## config.mk

```make
export PLATFORM = sky130hd
export DESIGN_NAME = a25_wishbone_arb
export DESIGN_NICKNAME = d
export VERILOG_FILES = /design/src/rtl/a25_wishbone_arb.sv
export SDC_FILE = /design/constraint.sdc
export NUM_CORES = 1
export LEC_CHECK = 0
export ABC_CLOCK_PERIOD_IN_PS = 10300
export BUFFER_PORTS_ARGS = -buffer_cell sky130_fd_sc_hd__clkbuf_2
export CORE_AREA = 2 2 385 387
export DETAILED_ROUTE_END_ITERATION = 10
export DIE_AREA = 0 0 387 389
export PLACE_DENSITY_LB_ADDON = 0.1
export SKIP_CTS_REPAIR_TIMING = 1
export SYNTH_ARGS = -nofsm -noshare
export SYNTH_HDL_FRONTEND = slang
export SYNTH_SLANG_ARGS = --single-unit
```

## constraint.sdc

```tcl
create_clock -name i_clk -period 10.3 [get_ports i_clk]
set_input_delay 0.515 -clock i_clk [delete_from_list [all_inputs] [get_ports i_clk]]
set_output_delay 0.515 -clock i_clk [all_outputs]
set_load 0.02 [all_outputs]
```

## src/rtl/a25_wishbone_arb.sv

```systemverilog
// ---------------------------------------------------------------------------
// a25_wishbone_arb
//
// Arbiter and cycle sequencer for the Amber core's 128-bit wishbone master.
// It picks one of three buffered request ports, runs a single classic
// (non-pipelined) wishbone cycle for it, and returns read data to that port.
//
// Ports:
//   i_clk, i_rst            clock; asynchronous active-high reset
//   i_port_valid[2:0]       request valid (0 = icache, 1 = dcache cached,
//                           2 = dcache uncached)
//   o_port_accepted[2:0]    one-hot pulse in the cycle a request is captured
//   i_port_write/wdata/be/addr  per-port request fields, port n packed at n
//   o_port_rdata            shared read data, qualified by o_port_rdata_valid
//   o_port_rdata_valid[2:0] one-hot pulse the cycle after a read completes
//   o_wb_*                  wishbone master outputs (stb mirrors cyc)
//   i_wb_dat/ack/err        wishbone slave responses
//
// Build option:
//   A25_WB_ARB_RR_EN  defined   -> round-robin arbitration
//                     undefined -> fixed priority, port 0 > 1 > 2
// ---------------------------------------------------------------------------
module a25_wishbone_arb #(
    parameter int WB_DWIDTH = 128,
    parameter int WB_SWIDTH = 16
) (
    input  logic                   i_clk,
    input  logic                   i_rst,
    input  logic [2:0]             i_port_valid,
    output logic [2:0]             o_port_accepted,
    input  logic [2:0]             i_port_write,
    input  logic [3*WB_DWIDTH-1:0] i_port_wdata,
    input  logic [3*WB_SWIDTH-1:0] i_port_be,
    input  logic [3*32-1:0]        i_port_addr,
    output logic [WB_DWIDTH-1:0]   o_port_rdata,
    output logic [2:0]             o_port_rdata_valid,
    output logic [31:0]            o_wb_adr,
    output logic [WB_SWIDTH-1:0]   o_wb_sel,
    output logic                   o_wb_we,
    output logic [WB_DWIDTH-1:0]   o_wb_dat,
    output logic                   o_wb_cyc,
    output logic                   o_wb_stb,
    input  logic [WB_DWIDTH-1:0]   i_wb_dat,
    input  logic                   i_wb_ack,
    input  logic                   i_wb_err
);

    typedef enum logic [1:0] {
        IDLE     = 2'd0,
        WB_WRITE = 2'd1,
        WB_READ  = 2'd2
    } state_t;

    state_t                 state_q, state_d;
    logic [31:0]            adr_q, adr_d;
    logic [WB_SWIDTH-1:0]   sel_q, sel_d;
    logic                   we_q, we_d;
    logic [WB_DWIDTH-1:0]   dat_q, dat_d;
    logic                   cyc_q, cyc_d;
    logic [1:0]             gnt_q, gnt_d;
    logic [WB_DWIDTH-1:0]   rdata_q, rdata_d;
    logic [2:0]             rdata_valid_q, rdata_valid_d;

    // Unpacked per-port views; entry 3 is a zero filler so a 2-bit index
    // can never select an undriven element.
    logic [31:0]            port_addr  [0:3];
    logic [WB_SWIDTH-1:0]   port_be    [0:3];
    logic [WB_DWIDTH-1:0]   port_wdata [0:3];

    for (genvar gi = 0; gi < 3; gi++) begin : g_port
        assign port_addr[gi]  = i_port_addr[32*gi +: 32];
        assign port_be[gi]    = i_port_be[WB_SWIDTH*gi +: WB_SWIDTH];
        assign port_wdata[gi] = i_port_wdata[WB_DWIDTH*gi +: WB_DWIDTH];
    end
    assign port_addr[3]  = '0;
    assign port_be[3]    = '0;
    assign port_wdata[3] = '0;

    logic       grant_any;
    logic [1:0] grant_idx;

    assign grant_any = |i_port_valid;

`ifdef A25_WB_ARB_RR_EN
    logic [1:0] last_q, last_d;
    logic [1:0] ord0, ord1, ord2;

    function automatic logic [1:0] next_port(input logic [1:0] p);
        return (p == 2'd2) ? 2'd0 : p + 2'd1;
    endfunction

    // Search order starts just after the most recently granted port.
    assign ord0 = next_port(last_q);
    assign ord1 = next_port(ord0);
    assign ord2 = next_port(ord1);

    always_comb begin
        if (i_port_valid[ord0])      grant_idx = ord0;
        else if (i_port_valid[ord1]) grant_idx = ord1;
        else                         grant_idx = ord2;
    end

    always_comb begin
        last_d = last_q;
        if (state_q == IDLE && grant_any)
            last_d = grant_idx;
    end

    always_ff @(posedge i_clk or posedge i_rst) begin
        if (i_rst) last_q <= 2'd2;
        else       last_q <= last_d;
    end
`else
    always_comb begin
        if (i_port_valid[0])      grant_idx = 2'd0;
        else if (i_port_valid[1]) grant_idx = 2'd1;
        else                      grant_idx = 2'd2;
    end
`endif

    // Accept is combinational so the port buffer sees it in the request cycle.
    assign o_port_accepted = (state_q == IDLE && grant_any) ? (3'b001 << grant_idx) : 3'b000;

    always_comb begin
        state_d       = state_q;
        adr_d         = adr_q;
        sel_d         = sel_q;
        we_d          = we_q;
        dat_d         = dat_q;
        cyc_d         = cyc_q;
        gnt_d         = gnt_q;
        rdata_d       = rdata_q;
        rdata_valid_d = 3'b000;
        case (state_q)
            IDLE: begin
                if (grant_any) begin
                    adr_d   = port_addr[grant_idx];
                    sel_d   = port_be[grant_idx];
                    we_d    = i_port_write[grant_idx];
                    dat_d   = port_wdata[grant_idx];
                    cyc_d   = 1'b1;
                    gnt_d   = grant_idx;
                    state_d = i_port_write[grant_idx] ? WB_WRITE : WB_READ;
                end
            end
            WB_WRITE: begin
                // Port buffer has already acked the core; nothing to return.
                if (i_wb_ack || i_wb_err) begin
                    cyc_d   = 1'b0;
                    state_d = IDLE;
                end
            end
            WB_READ: begin
                if (i_wb_ack || i_wb_err) begin
                    // Error wins over ack and returns zeroed data.
                    rdata_d       = i_wb_err ? '0 : i_wb_dat;
                    rdata_valid_d = 3'b001 << gnt_q;
                    cyc_d         = 1'b0;
                    state_d       = IDLE;
                end
            end
            default: begin
                cyc_d   = 1'b0;
                state_d = IDLE;
            end
        endcase
    end

    always_ff @(posedge i_clk or posedge i_rst) begin
        if (i_rst) begin
            state_q       <= IDLE;
            adr_q         <= '0;
            sel_q         <= '0;
            we_q          <= 1'b0;
            dat_q         <= '0;
            cyc_q         <= 1'b0;
            gnt_q         <= 2'd0;
            rdata_q       <= '0;
            rdata_valid_q <= 3'b000;
        end else begin
            state_q       <= state_d;
            adr_q         <= adr_d;
            sel_q         <= sel_d;
            we_q          <= we_d;
            dat_q         <= dat_d;
            cyc_q         <= cyc_d;
            gnt_q         <= gnt_d;
            rdata_q       <= rdata_d;
            rdata_valid_q <= rdata_valid_d;
        end
    end

    assign o_wb_adr           = adr_q;
    assign o_wb_sel           = sel_q;
    assign o_wb_we            = we_q;
    assign o_wb_dat           = dat_q;
    assign o_wb_cyc           = cyc_q;
    assign o_wb_stb           = cyc_q;
    assign o_port_rdata       = rdata_q;
    assign o_port_rdata_valid = rdata_valid_q;

endmodule

```

== After elaboration in Yosys (flattened, before gate mapping) ==
Cells that the tools add are included.

* Shift operators: 2
* Bitwise gates (word level): 1
* Order comparisons: 2
* Eq/ne operators: 4
* Multiplexer cells: 24
* Reductions and logical operators: 8

{| class="wikitable"
|+ Operators with widths
! kind !! count
|-
| 2-to-1 mux 128 bit || 3
|-
| binary-select mux 128 bit (select 2 bit) || 1
|-
| binary-select mux 32 bit (select 2 bit) || 1
|-
| 2-to-1 mux 32 bit || 2
|-
| binary-select mux 16 bit (select 2 bit) || 1
|-
| 2-to-1 mux 16 bit || 2
|-
| 2-to-1 mux 2 bit || 5
|-
| 2-to-1 mux 3 bit || 3
|-
| AND reduction 2 bit || 3
|-
| << shifter 1 x 2 -> 3 bit, first input constant || 2
|-
| case mux 2 bit (2 select lines) || 1
|-
| >= comparator 3 bit, second input constant || 1
|-
| < comparator 2 x 3 -> 1 bit, second input constant || 1
|-
| 2-to-1 mux 1 bit || 3
|-
| inverter 2 -> 3 bit || 1
|-
| OR reduction 3 bit || 1
|-
| binary-select mux 1 bit (select 2 bit) || 1
|-
| equality test 2 x 1 -> 1 bit, second input constant || 1
|-
| equality test 2 bit, second input constant || 1
|-
| logical NOT 2 bit || 1
|-
| != test 2 x 1 -> 1 bit, second input constant || 1
|-
| != test 2 bit, second input constant || 1
|-
| case mux 1 bit (2 select lines) || 1
|-
| OR reduction 2 bit || 1
|-
| other kinds (2) || 2
|}

* Register bits: 313
* Word-level logic and storage cells: 50

== Longest topological paths before layout ==
* Word-level depth: 7
* Gate-level depth with buffers: 8
* Gate-level depth less buffers: 5

== Least setup slack after synthesis ==
OpenSTA, ideal clock, no wires.

* Path kind: input to output
* From: in i_port_valid[1]
* To: out o_port_accepted[2]
* Stages on the path: 4
* Required time: 9.785 ns
* Path buffers: 3
* Slack: 8.207 ns
* Data arrival time: 1.578 ns
* Cells stage by stage: buf_4 buf_4 buf_4 nor3_1

* Cells in the longest elaborated chain, start to end: 4
* Elaborated cells between the ends (all ways): 6

{| class="wikitable"
|+ Ends and longest elaborated chain
! element !! line !! RTL
|-
| from (decl) || 29 || <nowiki>input logic [2:0] i_port_valid,</nowiki>
|-
| 2-to-1 mux 2 bit || 116 || <nowiki>else if (i_port_valid[1]) grant_idx = 2'd1;</nowiki>
|-
| 2-to-1 mux 2 bit || 115 || <nowiki>if (i_port_valid[0]) grant_idx = 2'd0;</nowiki>
|-
| << shifter 1 x 2 -> 3 bit || 122 || <nowiki>assign o_port_accepted = (state_q == IDLE && grant_any) ? (3'b001 << grant_idx) : 3'b000;</nowiki>
|-
| 2-to-1 mux 3 bit * || 122 ||
|-
| to (decl) || 30 || <nowiki>output logic [2:0] o_port_accepted,</nowiki>
|}

Mark *: on every way between the ends. The rest lies on a longest branch, timed or not.

== Final worst setup path ==
* From: reg state_q[1]
* To: reg sel_q[9] (netlist: o_wb_sel[9])

* Cells in the longest elaborated chain, start to end: 2

{| class="wikitable"
|+ Ends and longest elaborated chain
! element !! line !! RTL
|-
| from (decl) || 54 || <nowiki>state_t state_q, state_d;</nowiki>
|-
| from (signal assigned) || 181 || <nowiki>state_q <= state_d;</nowiki>
|-
| logical NOT 2 bit || 134 || <nowiki>case (state_q)</nowiki>
|-
| AND reduction 2 bit (no source line) || - ||
|-
| to (signal assigned) || 183 || <nowiki>sel_q <= sel_d;</nowiki>
|-
| to (decl) || 56 || <nowiki>logic [WB_SWIDTH-1:0] sel_q, sel_d;</nowiki>
|}

No other way between the ends.
A chain may end at the register's enable or synchronous reset.

==> results.txt <==
The overall routing resource usage came out at 11.98%. The summed area of non-filler cells in the final layout came out at roughly 24,000 µm². The transition at the pin with the smallest max-transition slack came out at 987.6 ps. The first global-routing pass estimated 127,700 µm of wire. The cell that appears most often on the critical path is sky130_fd_sc_hd__buf_4. The count of yosys warnings during synthesis came out at 0. The worst-case setup margin in the final layout is 6677 ps. Summed over all instances, the cell type with the most area after synthesis is sky130_fd_sc_hd__dfrtp_1. The placed instances occupy a cell area of 22,820 µm². The largest stage delay on the critical path came out at 830 ps.

The max-slew violation count came to 0. The worst slew margin relative to its limit came out at 34.16%. The later-pin clock latency in the skew report is ~600 ps. The pre-CTS setup slack came out at 6376 ps.

The average size of a mapped cell came out at 10.26 µm². Among all stages on the critical path, the largest delay is contributed by sky130_fd_sc_hd__buf_4. The overall die width came out at approximately 390 µm. The vias after detailed routing is 14,761. The remaining routing DRC violations came out at 0.

The setup-violating endpoint count in the final report is 0. Hold timing on the final database bottoms out at a slack of 30.60 ps. Synthesis instantiated 25 different standard cells from the library. The maximum frequency from static timing analysis is approximately 280 MHz. CTS placed an instance of sky130_fd_sc_hd__clkbuf_16 at the clock tree root. The total chip power is 6.748 mW. Entering global routing, the biggest net connects between 200 and 250 pins. In the layout the commonest cells are sky130_fd_sc_hd__clkbuf_2 (975), sky130_fd_sc_hd__dfrtp_1 (313), sky130_fd_sc_hd__nand2_1 (306), sky130_fd_sc_hd__o21ai_0 (305), sky130_fd_sc_hd__mux2i_1 (177).

From bottom edge to top edge, the die measures 389 µm. The final-layout setup total negative slack came out at 0 ps. The type of the setup path with the least slack is flop to flop. The synthesized design contains 313 register bits. The starting density of the core is 10.87%. The area enclosed by the die boundary is about 150,000 µm².

After clock tree synthesis, the clock-pin slew on the worst setup and hold paths is about 60 ps. The total clock buffers created by CTS came out at 46. For this run, the register share of the synthesized area comes to 49.17%. After layout, the minimum clock period comes to 3623 ps. The highest net fanout along the worst path came out at 62.

The HPWL after detailed placement is 74,110 µm. The number of buffers on the longest clock path is 3. The post-detailed-route wirelength per cell came out at 21.00 µm. The worst hold-check path type is input pin to asynchronous set/reset pin.

For this run the aggregate overflow at the end of global routing stands at 0. The post-layout utilization of the core is between 10% and 20%. The setup skew after layout came out at 14.19 ps. In this run the power density over the cells is 277.1 nW/µm². The number of filler instances in the final layout came out at 16,774. The weighted congestion reported at the end of routability-driven placement is 0.7519. The kind of end point of the critical path is a flop. The total detailed-routing wirelength is 93,270 µm. The critical path depth in cells came out at 7.

The total area inside the core boundary comes to 146,600 µm². 979 I/O pins were placed. The initial antenna violation count came to 30. The total number of clock tree sinks is 313. For the worst setup path, the data arrival time is 4100 ps. The number of input and output port buffers inserted came out at around 980.

The relative area change from synthesis to final layout is 52.84%. Dividing the final minimum period by the clock period gives 35.17%. The cell count after synthesis came out at 1,553. The count of placed standard cells in the final layout, fillers left out is around 4,400. The floorplan row count came out at between 100 and 150. The static leakage came out at 12.08 nW.

On the critical path the largest part of the delay comes from buffers and inverters. The iteration count of the initial detailed-routing pass came out at 4. The synthesized netlist occupies a cell area of 15,930 µm².

The remaining antenna violation count is 0. The count of final hold-check violations is 0. In the routed layout, each cell is associated on average with a via count of approximately 3.3. The worst-case IR drop observed on VDD is 119.4 µV. The proportion of netlist area held by the largest area contributor is 49.17%. The commonest non-fill, non-tap cell in the layout is sky130_fd_sc_hd__clkbuf_2. Counting both buffers and inverters, the worst setup path holds a total of 4. The register-to-register setup slack came out at 6680 ps. The share of cells above drive strength 1 is 49.26%. The max-cap violation count came out at 0. TritonCTS built the clock tree.

The number of cells on the worst reg-to-reg path is 7. Sorting the synthesized cells by area gives the leading types as sky130_fd_sc_hd__dfrtp_1 (49%), sky130_fd_sc_hd__mux2_2 (12%), sky130_fd_sc_hd__mux2i_1 (11%). The critical path goes through inv_1 -> ha_1 -> o31ai_4 -> buf_4 -> buf_4 -> buf_4 -> mux2_2.

In this run the critical register-to-register path is launched from state_q[1]. The number of DRC markers after the initial detailed-route iteration is 450. The number of nets in the synthesized netlist came out at 2,221. In the final design database the tool counted 3,146 nets. The flow ran to the end, and the final reports show no timing, DRC or antenna violations. The placed cell count came out at 4,360.

The via count of the first global-routing pass is 15,854. Setup repair after global routing left no endpoint under its margin. STA classifies the critical path startpoint as a flop.

The total number of H-tree levels is 2. The endpoint of the worst register-to-register path is o_wb_sel[9]. The required time of the worst setup path is 10,770 ps.
-- logic make-up (layout without fill, tap and decap cells) --
group           count (synthesis)  after routing  synth area share (%)
simple gates                  444            444                 12.58
mux                           354            354                 23.63
compound gates                314            314                 10.11
flops                         313            313                 49.17
buf+inv                       126           1084                 4.351
fa+ha+maj                       2              2                0.1571
other cells                     0              1                     0
-- per-layer routing --
metal / vias up / share of wire, % / global-route usage, %
li1: 7138 / - / -
met3: 114 / 8.8 / 4.756
met1: 6859 / 38 / 13.13
met5: - / 0.18 / 0
met4: 28 / 1.8 / 2.431
met2: 622 / 51 / 21.69
-- worst register-to-register path: stages, from the launching register on --
cell and delay, ps:
sky130_fd_sc_hd__dfrtp_1 360, sky130_fd_sc_hd__inv_1 50, sky130_fd_sc_hd__ha_1 270, sky130_fd_sc_hd__o31ai_4 90, sky130_fd_sc_hd__buf_4 570, sky130_fd_sc_hd__buf_4 790
sky130_fd_sc_hd__buf_4 880, sky130_fd_sc_hd__mux2_2 490
-- registers in the layout, indices dropped and copies added (netlist names) --
name                flops
o_port_rdata          128
o_port_rdata_valid      3
o_wb_sel               16
o_wb_cyc                1
gnt_q                   2
state_q                 2
o_wb_adr               32
o_wb_dat              128
o_wb_we                 1
-- synthesized netlist by cell type --
| cell | number |
|---|---|
| sky130_fd_sc_hd__buf_6 | 12 |
| sky130_fd_sc_hd__o31ai_4 | 1 |
| sky130_fd_sc_hd__buf_4 | 21 |
| sky130_fd_sc_hd__mux2_1 | 12 |
| sky130_fd_sc_hd__buf_1 | 9 |
| sky130_fd_sc_hd__nand2_1 | 306 |
| sky130_fd_sc_hd__nor3b_1 | 3 |
| sky130_fd_sc_hd__o32ai_1 | 1 |
| sky130_fd_sc_hd__buf_2 | 41 |
| sky130_fd_sc_hd__dfrtp_1 | 313 |
| sky130_fd_sc_hd__o21ai_2 | 1 |
| sky130_fd_sc_hd__inv_1 | 3 |
| sky130_fd_sc_hd__o21ai_0 | 305 |
| sky130_fd_sc_hd__a21oi_1 | 1 |
| sky130_fd_sc_hd__ha_1 | 2 |
| sky130_fd_sc_hd__nor2_1 | 3 |
| sky130_fd_sc_hd__a22o_1 | 1 |
| sky130_fd_sc_hd__mux2_2 | 165 |
| sky130_fd_sc_hd__o22a_1 | 1 |
| sky130_fd_sc_hd__a21o_1 | 3 |
| sky130_fd_sc_hd__and2_1 | 1 |
| sky130_fd_sc_hd__nor3_1 | 3 |
| sky130_fd_sc_hd__clkbuf_1 | 40 |
| sky130_fd_sc_hd__mux2i_1 | 177 |
| sky130_fd_sc_hd__nand2b_1 | 128 |
-- layout make-up --
class                   instances  area (µm²)  share of cell area [%]
clock inverters                13       177.7                  0.7297
diodes                          1       2.502                 0.01028
repair buffers               1000        5145                   21.13
flip-flops and latches        313        7833                   32.17
multi-input cells            1114        7412                   30.44
well taps                    1930        2415                   9.918
inverters                       3       18.77                 0.07708
clock buffers                  68        1345                   5.524
-- worst max path at each step --
stage	startpoint	to	slack [ps]
global placement	i_port_valid[0]	o_wb_sel[7]	6360
CTS	state_q[1]	o_wb_sel[9]	6590
finish	state_q[1]	o_wb_sel[9]	6680
floorplan	i_rst	gnt_q[0]	1130
global route	state_q[0]	o_wb_sel[9]	6420
detailed placement	i_port_valid[0]	o_wb_sel[4]	6380
-- power breakdown --
part / total, mW / leakage [nW] / internal [mW] / switching, mW
sequential: 2.15 / 3.90 / 1.81 / 0.347
combinational: 2.94 / 7.44 / 1.03 / 1.90
clock: 1.66 / 0.743 / 0.998 / 0.660
(Power assumes the default switching activity.)
